==> src/rtl/uart_rx_byte_if.sv <==
`default_nettype none
// ============================================================================
// Module      : uart_rx_byte_if
// Description : Serial-in / byte-out signal bundle for the UART receiver.
//               master = receiver, slave = downstream byte consumer.
// Revision    : 1.0  initial release
// ============================================================================
interface uart_rx_byte_if;
    logic       rxd;
    logic [7:0] asc;
    logic       start;
    logic       dataerror;
    logic       frameerror;
    logic       busy;

    modport master (
        input  rxd,
        output asc,
        output start,
        output dataerror,
        output frameerror,
        output busy
    );

    modport slave (
        output rxd,
        input  asc,
        input  start,
        input  dataerror,
        input  frameerror,
        input  busy
    );
endinterface
`default_nettype wire

==> src/rtl/uart_rx_byte.sv <==
`default_nettype none
// ============================================================================
// Module      : uart_rx_byte
// Description : LSB-first 8-bit UART receiver, optional parity, one stop bit,
//               counter-based mid-bit sampling. Optional 2-of-3 majority
//               sampling when UART_RX_MAJORITY_EN is defined.
// Revision    : 1.0  initial release
// ============================================================================
module uart_rx_byte #(
    parameter int CLKS_PER_BIT = 434,
    parameter int PARITY_EN    = 1,
    parameter int PARITY_ODD   = 0
) (
    input  logic           clk,
    input  logic           rst_n,
    uart_rx_byte_if.master rx_if
);

    localparam int c_half  = CLKS_PER_BIT / 2;
    localparam int c_cnt_w = $clog2(CLKS_PER_BIT) + 1;

    localparam logic c_par_en  = (PARITY_EN != 0);
    localparam logic c_par_odd = (PARITY_ODD != 0);

    localparam logic [c_cnt_w-1:0] c_bit_last = c_cnt_w'(CLKS_PER_BIT - 1);

    localparam logic [2:0] S_IDLE   = 3'd0;
    localparam logic [2:0] S_START  = 3'd1;
    localparam logic [2:0] S_DATA   = 3'd2;
    localparam logic [2:0] S_PARITY = 3'd3;
    localparam logic [2:0] S_STOP   = 3'd4;
    localparam logic [2:0] S_DONE   = 3'd5;

    logic               r_rxd_meta;
    logic               r_rxd_s;
    logic               r_rxd_s_d;
    logic [2:0]         r_state;
    logic [2:0]         w_state_nxt;
    logic [c_cnt_w-1:0] r_cnt;
    logic [2:0]         r_bit_cnt;
    logic [7:0]         r_shift;
    logic               r_par;
    logic [7:0]         r_asc;
    logic               r_start;
    logic               r_dataerror;
    logic               r_frameerror;
    logic               r_busy;

    logic w_bit;
    logic w_tick;
    logic w_shift_en;
    logic w_par_en;
    logic w_stop_en;
    logic w_perr;
    logic w_fall;

    always_ff @(posedge clk) begin
        if (!rst_n) begin
            r_rxd_meta <= 1'b1;
            r_rxd_s    <= 1'b1;
            r_rxd_s_d  <= 1'b1;
        end else begin
            r_rxd_meta <= rx_if.rxd;
            r_rxd_s    <= r_rxd_meta;
            r_rxd_s_d  <= r_rxd_s;
        end
    end

`ifdef UART_RX_MAJORITY_EN
    // Vote over sample-1, sample, sample+1; the decision lands one cycle late,
    // so the first sample point moves out by one and every later one follows.
    localparam logic [c_cnt_w-1:0] c_start_last = c_cnt_w'(c_half);

    logic r_rxd_s_d2;

    always_ff @(posedge clk) begin
        if (!rst_n) begin
            r_rxd_s_d2 <= 1'b1;
        end else begin
            r_rxd_s_d2 <= r_rxd_s_d;
        end
    end

    assign w_bit = (r_rxd_s_d2 & r_rxd_s_d) |
                   (r_rxd_s_d2 & r_rxd_s)   |
                   (r_rxd_s_d  & r_rxd_s);
`else
    localparam logic [c_cnt_w-1:0] c_start_last = c_cnt_w'(c_half - 1);

    assign w_bit = r_rxd_s;
`endif

    assign w_fall = r_rxd_s_d & ~r_rxd_s;
    assign w_perr = c_par_en & ((^r_shift ^ r_par) != c_par_odd);

    always_comb begin
        w_state_nxt = r_state;
        w_tick      = 1'b0;
        w_shift_en  = 1'b0;
        w_par_en    = 1'b0;
        w_stop_en   = 1'b0;
        case (r_state)
            S_IDLE: begin
                if (w_fall) begin
                    w_state_nxt = S_START;
                end
            end
            S_START: begin
                if (r_cnt == c_start_last) begin
                    w_tick      = 1'b1;
                    w_state_nxt = w_bit ? S_IDLE : S_DATA;
                end
            end
            S_DATA: begin
                if (r_cnt == c_bit_last) begin
                    w_tick     = 1'b1;
                    w_shift_en = 1'b1;
                    if (r_bit_cnt == 3'd7) begin
                        w_state_nxt = c_par_en ? S_PARITY : S_STOP;
                    end
                end
            end
            S_PARITY: begin
                if (r_cnt == c_bit_last) begin
                    w_tick      = 1'b1;
                    w_par_en    = 1'b1;
                    w_state_nxt = S_STOP;
                end
            end
            S_STOP: begin
                if (r_cnt == c_bit_last) begin
                    w_tick      = 1'b1;
                    w_stop_en   = 1'b1;
                    w_state_nxt = S_DONE;
                end
            end
            S_DONE: begin
                w_state_nxt = S_IDLE;
            end
            default: begin
                w_state_nxt = S_IDLE;
            end
        endcase
    end

    always_ff @(posedge clk) begin
        if (!rst_n) begin
            r_state <= S_IDLE;
            r_busy  <= 1'b0;
        end else begin
            r_state <= w_state_nxt;
            r_busy  <= (w_state_nxt != S_IDLE);
        end
    end

    // The counter restarts at every sample point so each bit period is
    // measured from the previous sample rather than from the start edge.
    always_ff @(posedge clk) begin
        if (!rst_n) begin
            r_cnt     <= '0;
            r_bit_cnt <= 3'd0;
            r_shift   <= 8'h00;
            r_par     <= 1'b0;
        end else begin
            if (r_state == S_IDLE || w_tick) begin
                r_cnt <= '0;
            end else begin
                r_cnt <= r_cnt + 1'b1;
            end
            if (r_state == S_START) begin
                r_bit_cnt <= 3'd0;
            end else if (w_shift_en) begin
                r_bit_cnt <= r_bit_cnt + 3'd1;
            end
            if (w_shift_en) begin
                r_shift <= {w_bit, r_shift[7:1]};
            end
            if (w_par_en) begin
                r_par <= w_bit;
            end
        end
    end

    // Result registers load on the stop sample, so start coincides with DONE.
    always_ff @(posedge clk) begin
        if (!rst_n) begin
            r_asc        <= 8'h00;
            r_start      <= 1'b0;
            r_dataerror  <= 1'b0;
            r_frameerror <= 1'b0;
        end else begin
            r_start <= w_stop_en;
            if (w_stop_en) begin
                r_asc        <= r_shift;
                r_dataerror  <= w_perr;
                r_frameerror <= ~w_bit;
            end
        end
    end

    assign rx_if.asc        = r_asc;
    assign rx_if.start      = r_start;
    assign rx_if.dataerror  = r_dataerror;
    assign rx_if.frameerror = r_frameerror;
    assign rx_if.busy       = r_busy;

endmodule
`default_nettype wire

==> src/flat_wrapper.sv <==
// flat-port wrapper written by rule: the top's interface ports become plain ports
module uart_rx_byte_flat 
#(
    parameter int CLKS_PER_BIT = 434,
    parameter int PARITY_EN    = 1,
    parameter int PARITY_ODD   = 0
)
  (clk, rst_n, rx_if_rxd, rx_if_asc, rx_if_start, rx_if_dataerror, rx_if_frameerror, rx_if_busy);
  uart_rx_byte_if rx_if_i ();
  input  logic clk;
  input  logic rst_n;
  input wire logic [$bits(rx_if_i.rxd)-1:0] rx_if_rxd;
  output wire logic [$bits(rx_if_i.asc)-1:0] rx_if_asc;
  output wire logic [$bits(rx_if_i.start)-1:0] rx_if_start;
  output wire logic [$bits(rx_if_i.dataerror)-1:0] rx_if_dataerror;
  output wire logic [$bits(rx_if_i.frameerror)-1:0] rx_if_frameerror;
  output wire logic [$bits(rx_if_i.busy)-1:0] rx_if_busy;
  assign rx_if_i.rxd = rx_if_rxd;
  assign rx_if_asc = rx_if_i.asc;
  assign rx_if_start = rx_if_i.start;
  assign rx_if_dataerror = rx_if_i.dataerror;
  assign rx_if_frameerror = rx_if_i.frameerror;
  assign rx_if_busy = rx_if_i.busy;
  uart_rx_byte #(.CLKS_PER_BIT(CLKS_PER_BIT), .PARITY_EN(PARITY_EN), .PARITY_ODD(PARITY_ODD)) u_core (.clk(clk), .rst_n(rst_n), .rx_if(rx_if_i));
endmodule
==> config.mk <==
export PLATFORM = sky130hd
export DESIGN_NAME = uart_rx_byte_flat
export DESIGN_NICKNAME = d
export VERILOG_FILES = /design/src/rtl/uart_rx_byte_if.sv /design/src/rtl/uart_rx_byte.sv /design/src/flat_wrapper.sv
export SDC_FILE = /design/constraint.sdc
export NUM_CORES = 1
export LEC_CHECK = 0
export ABC_AREA = 1
export BUFFER_PORTS_ARGS = -buffer_cell sky130_fd_sc_hd__buf_2
export CAP_MARGIN = 20
export CORE_MARGIN = 8
export CORE_UTILIZATION = 53
export DETAILED_ROUTE_END_ITERATION = 10
export GPL_ROUTABILITY_DRIVEN = 1
export HOLD_SLACK_MARGIN = 0.08
export PLACE_DENSITY = 0.82
export SLEW_MARGIN = 20
export SYNTH_ARGS = -nofsm -noshare
export SYNTH_HDL_FRONTEND = slang
export SYNTH_SLANG_ARGS = --single-unit
==> constraint.sdc <==
create_clock -name clk -period 1.65 [get_ports clk]
set_clock_uncertainty 0.2 [all_clocks]
set_input_delay 0.165 -clock clk [delete_from_list [all_inputs] [get_ports clk]]
set_output_delay 0.165 -clock clk [all_outputs]
set_load 0.1 [all_outputs]
Word level (Yosys, flattened, before mapping)
Cells that the tools add are included.
{"block": "totals", "ff_bits": 40, "in_bits": 3, "output_inout_bits": 12, "wordCells": 47}
{"block": "op_classes", "reduce_logical": 7, "addsub": 2, "n_eq_ne": 7, "mux": 14, "bitwise": 4}
{"operator": "3-bit two-way mux", "count": 6}
{"operator": "3-bit case mux with 5 select lines", "count": 1}
{"operator": "10-bit by 1-bit adder with 10-bit output, second input constant", "count": 1}
{"operator": "10-bit by 8-bit equality test with 1-bit output, second input constant", "count": 1}
{"operator": "10-bit by 9-bit equality test with 1-bit output, second input constant", "count": 1}
{"operator": "8-bit XOR reduction", "count": 1}
{"operator": "3-bit by 2-bit equality test with 1-bit output, second input constant", "count": 2}
{"operator": "3-bit equality test, second input constant", "count": 2}
{"operator": "1-bit two-way mux", "count": 5}
{"operator": "2-bit OR reduction", "count": 2}
{"operator": "3-bit by 1-bit adder with 3-bit output, second input constant", "count": 1}
{"operator": "3-bit by 1-bit equality test with 1-bit output, second input constant", "count": 1}
{"operator": "3-bit zero test", "count": 1}
{"operator": "3-bit nonzero test", "count": 1}
{"operator": "3-bit OR reduction", "count": 1}
{"operator": "2-bit two-way mux", "count": 1}
{"operator": "1-bit inverter", "count": 2}
{"operator": "1-bit case mux with 2 select lines", "count": 1}
{"operator": "1-bit bitwise AND", "count": 1}
{"operator": "1-bit logical OR", "count": 1}
{"operator": "1-bit bitwise XOR", "count": 1}

Logic depth before layout (Yosys ltp)
{"block": "logic_depth", "ltp_word": 5, "depth_mapped": 11, "ltp_nobuf": 11}

Worst setup path after synthesis
No wires, ideal clock.
{"block": "synth_timing", "path_kind": "register to register", "start": "register u_core.r_cnt[1]", "end": "register u_core.r_shift[7]", "arrival_ns": 1.197, "path_stages_with_launch": 9, "path_buffers": 1, "setup_slack_ns": 0.133, "synth_period_minus_slack_ns": 1.517, "required_ns": 1.330, "setup_ns": 0.120, "cell_sequence": "dfxtp_1 inv_1 ha_1 nand3_1 nor2_2 nand3_1 buf_2 o21ai_0 a21oi_1"}
{"block": "synth_via", "elab_chain_len": 3}
{"item": "start: declaration", "line_no": "uart_rx_byte.sv:39", "source": "logic [c_cnt_w-1:0] r_cnt;"}
{"item": "start signal: assignment", "line_no": "uart_rx_byte.sv:168", "source": "r_cnt <= r_cnt + 1'b1;"}
{"item": "10-bit by 9-bit equality test with 1-bit output", "line_no": "uart_rx_byte.sv:115", "source": "if (r_cnt == c_bit_last) begin"}
{"item": "1-bit two-way mux", "line_no": "uart_rx_byte.sv:115"}
{"item": "1-bit two-way mux", "line_no": "uart_rx_byte.sv:102", "source": "case (r_state)"}
{"item": "end signal: assignment", "line_no": "uart_rx_byte.sv:176", "source": "r_shift <= {w_bit, r_shift[7:1]};"}
{"item": "end: declaration", "line_no": "uart_rx_byte.sv:41", "source": "logic [7:0] r_shift;"}
No other way between the ends.
A chain may end at the register's enable or synchronous reset.

Worst setup path after layout
{"block": "layout_timing", "start": "register u_core.r_cnt[0]", "end": "register u_core.r_cnt[6]"}
{"block": "layout_via", "elab_chain_len": 5, "elab_cells_between_ends": 8, "classes_between": "add/sub (1); eq/ne (2); mux (3); reduce/logical (2)"}
{"item": "10-bit by 9-bit equality test with 1-bit output or 10-bit by 8-bit equality test with 1-bit output (tied branches)"}
{"item": "1-bit two-way mux, on equally long branches"}
{"item": "1-bit case mux with 2 select lines", "line_no": "uart_rx_byte.sv:102"}
{"item": "1-bit logical OR", "line_no": "uart_rx_byte.sv:165", "source": "if (r_state == S_IDLE || w_tick) begin"}
{"item": "2-bit OR reduction (no source line)"}
Parallel ways exist; a longest one is shown, timed or not.

==> reports/metrics.csv <==
stage,metric,value,unit
die,dieArea,5670,µm²
timing,whs,0.232,ns
pwr,power_density,762,nW/µm²
timing,min_period,1.72,ns
die,die_w,75.3,µm
placed_design,dp_hpwl,2840,µm
timing,slew_viol_final,0,
layout,final_common_cell,nand2_1,
route,ant_nets,0,
clock_network,cts_tree,done,
yosys,ys_async_sr_fraction,0,%
placed_design,place.gp.congestion,0.949,
layout,n_antenna_cell,0,
grt,grt_pass1_wl,6750,µm
route,initialDrtViolationCount,180,
clock_network,clockBufferDepth,2,
critical_path,cp-end-kind,register,
yosys,syn_area_per_cell,7.29,µm²
timing,relSlewSlack,67.4,%
timing,post-route-period-util,104,%
die,fp.dieH,75.3,µm
clock_network,cts_sinks,40,
layout,fin_cells,333,
placed_design,place_ws,-0.0354,ns
layout,mostFrequentLayoutCells,"46 x nand2_1, 33 x nor2_1, 33 x dfxtp_1, 30 x inv_1, 17 x a21oi_1",
clock_network,clk_pin_slew,0.12,ns
route,drc,0,
timing,tightest_slew,0.492,ns
route,vias,1755,
hold_path,min-delay-start,u_core.r_rxd_meta,
pwr,vdd_ir_drop_max,0.000702,V
hold_path,hold_class,register to register,
timing,setup_viol,10,
yosys,synth_top_area_share,42.9,%
grt,antenna_found_initial,0,
run,cap_violations,0,
critical_path,r2r_setup_slack,-0.07,ns
outcome,outcome,finished with violations,
pwr,pwr-share-clk,39.4,%
grt,grt_remaining_overflow,0,
yosys,seq_area_frac_synth,42.9,%
pwr,power.leakage,0.000979,µW
yosys,syn_area,1870,µm²
yosys,yosysTopAreaCell,dfxtp_1,
route,drt_wl_total,4610,µm
pwr,combPwrFrac,4.3,%
timing,fmax,580,MHz
route,wire_per_inst,13.8,µm
pwr,switching_share,23.8,%
yosys,syn_inst,256,
hold_path,min_delay_path_depth,1,
critical_path,criticalPathCategory,register to register,
critical_path,critPathMaxFanout,5,
yosys,synth.area.top_cells,"dfxtp_1 43%, nand2_1 9.5%, nor2_1 7.2%, inv_1 7.0%, a21oi_1 5.9%",
grt,grtUsageTotal,15.4,%
placed_design,portBuffers,14,
clock_network,htree_levels,2,
timing,setup_ws,-0.0730,ns
layout,layout-drive-gt1-share,26.5,%
clock_network,cts_buffers,5,
yosys,synth_nets,264,
outcome,violations,setup timing,
grt,grt_pass1_vias,1513,
timing,grt_setup_unrepaired,true,
timing,hold_violations,0,
timing,fin_tns_setup,-0.474,ns
pwr,internal-power,1320,µW
critical_path,timing.rr.end,u_core.r_cnt[6],
critical_path,setup.worst_path.end,u_core.r_cnt[6],
critical_path,cp.arrival,1.83,ns
yosys,ys_seq_elements,40,
die,ios,15,
yosys,yosysWarningCount,0,
layout,nets,294,
yosys,synth_cell_type_count,31,
yosys,ys.flop_type,dfxtp_1,
clock_network,clockRootBuffer,clkbuf_4,
die,start_util,55.5,%
critical_path,startpoint,u_core.r_cnt[0],
critical_path,worst_setup_path_start_kind,register,
pwr,p_seq_share,56.3,%
placed_design,dp_cells,318,
clock_network,insertion_delay,0.37,ns
die,rows,21,
critical_path,reg2reg_depth,9,
critical_path,rr_startpoint,u_core.r_cnt[0],
route,via_per_inst,5.27,
grt,grt_max_degree,17,
critical_path,cp.required,1.76,ns
layout,syn_to_final_growth,22.0,%
yosys,synth_edf_count,0,
route,drtPass1Iterations,5,
pwr,p_sw,413,µW
die,coreArea,3360,µm²
pwr,p_total,1730,µW
routing by layer:
metal	vias up	wire, µm	track usage [%]
met2	75	2120	22.4
met3	20	318	3.68
li1	873	-	-
met4	0	189	8.53
met5	-	0	0
met1	787	1980	20.4
how the worst min path moves through the flow:
| stage | to | slack (ns) |
|---|---|---|
| after global routing | u_core.r_rxd_s | 0.24 |
| after floorplan | u_core.r_rxd_meta | 0.07 |
| after CTS | u_core.r_rxd_s | 0.23 |
| after global placement | u_core.r_rxd_meta | 0.15 |
| final | u_core.r_rxd_s | 0.23 |
| after detailed placement | u_core.r_rxd_meta | 0.16 |
power by group through the flow:
stage               clock (µW)  combinational [µW]  sequential, µW
floorplan                    0                33.5            1010
global placement             0                61.0             997
detailed placement           0                62.0             997
CTS                        692                66.0             975
global route               724                80.6             977
finish                     683                75.0             975
Yosys cell counts, types with 3 or more instances:
master and number:
xor2_1 7, nor3_1 3, a21oi_1 22, nand3_1 11, dfxtp_1 40, nor2_1 36, ha_1 5, nand4_1 4
nand2_2 3, nand2_1 47, o21ai_0 19, inv_1 35
worst max-delay path: stages (launching register included):
cell and delay, ns:
dfxtp_4 0.39, inv_2 0.04, ha_1 0.18, nand2_1 0.09, nor2_2 0.06, nand2_1 0.09, nor2_1 0.07, nor3_2 0.24
nand2_2 0.17, nor2_1 0.13
per-stage QoR:
stage	instance area (µm²)	util (%)
3_5_place_dp	2020	60.0
4_1_cts	2140	63.8
3_3_place_gp	2020	60.0
2_1_floorplan	1870	-
5_1_grt	2280	67.7
6_report	2280	67.7
cells by family (layout without fill, tap and decap cells):
| logic type | Yosys count | count (layout) | synth area share (%) |
|---|---|---|---|
| flops | 40 | 40 | 42.9 |
| buf+inv | 43 | 73 | 9.19 |
| xor+xnor | 9 | 9 | 4.23 |
| fa+ha+maj | 5 | 5 | 3.35 |
| compound gates | 45 | 45 | 12.8 |
| simple gates | 114 | 115 | 27.5 |
cell type report:
cell class                      instances  area, µm²
Fill cell                             267       1090
Multi-Input combinational cell        174        990
Sequential cell                        40        812
Timing Repair Buffer                   26        173
Inverter                               38        153
Tap cell                               46       57.6
Clock inverter                          3       46.3
Clock buffer                            5       37.5
Timing Repair inverter                  1       7.51
state kept, by name, summed over array words and instances (netlist names):
name,flops
u_core.r_bit_cnt,3
u_core.r_cnt,10
u_core.r_par,1
u_core.r_rxd_meta,1
u_core.r_rxd_s,1
u_core.r_rxd_s_d,1
u_core.r_shift,8
u_core.r_state,3
u_core.rx_if.asc,8
u_core.rx_if.busy,1
u_core.rx_if.dataerror,1
u_core.rx_if.frameerror,1
u_core.rx_if.start,1
repair_timing:
action / CTS / global route
pin swaps: 1 / 12
hold buffers: 2 / 0
endpoints found under the hold margin: 13 / 0
buffers inserted: 0 / 3
gates cloned: 1 / 1
setup endpoints to repair: 11 / 34
gates resized for setup: 7 / 38
Power figures use the tool's default switching activity.
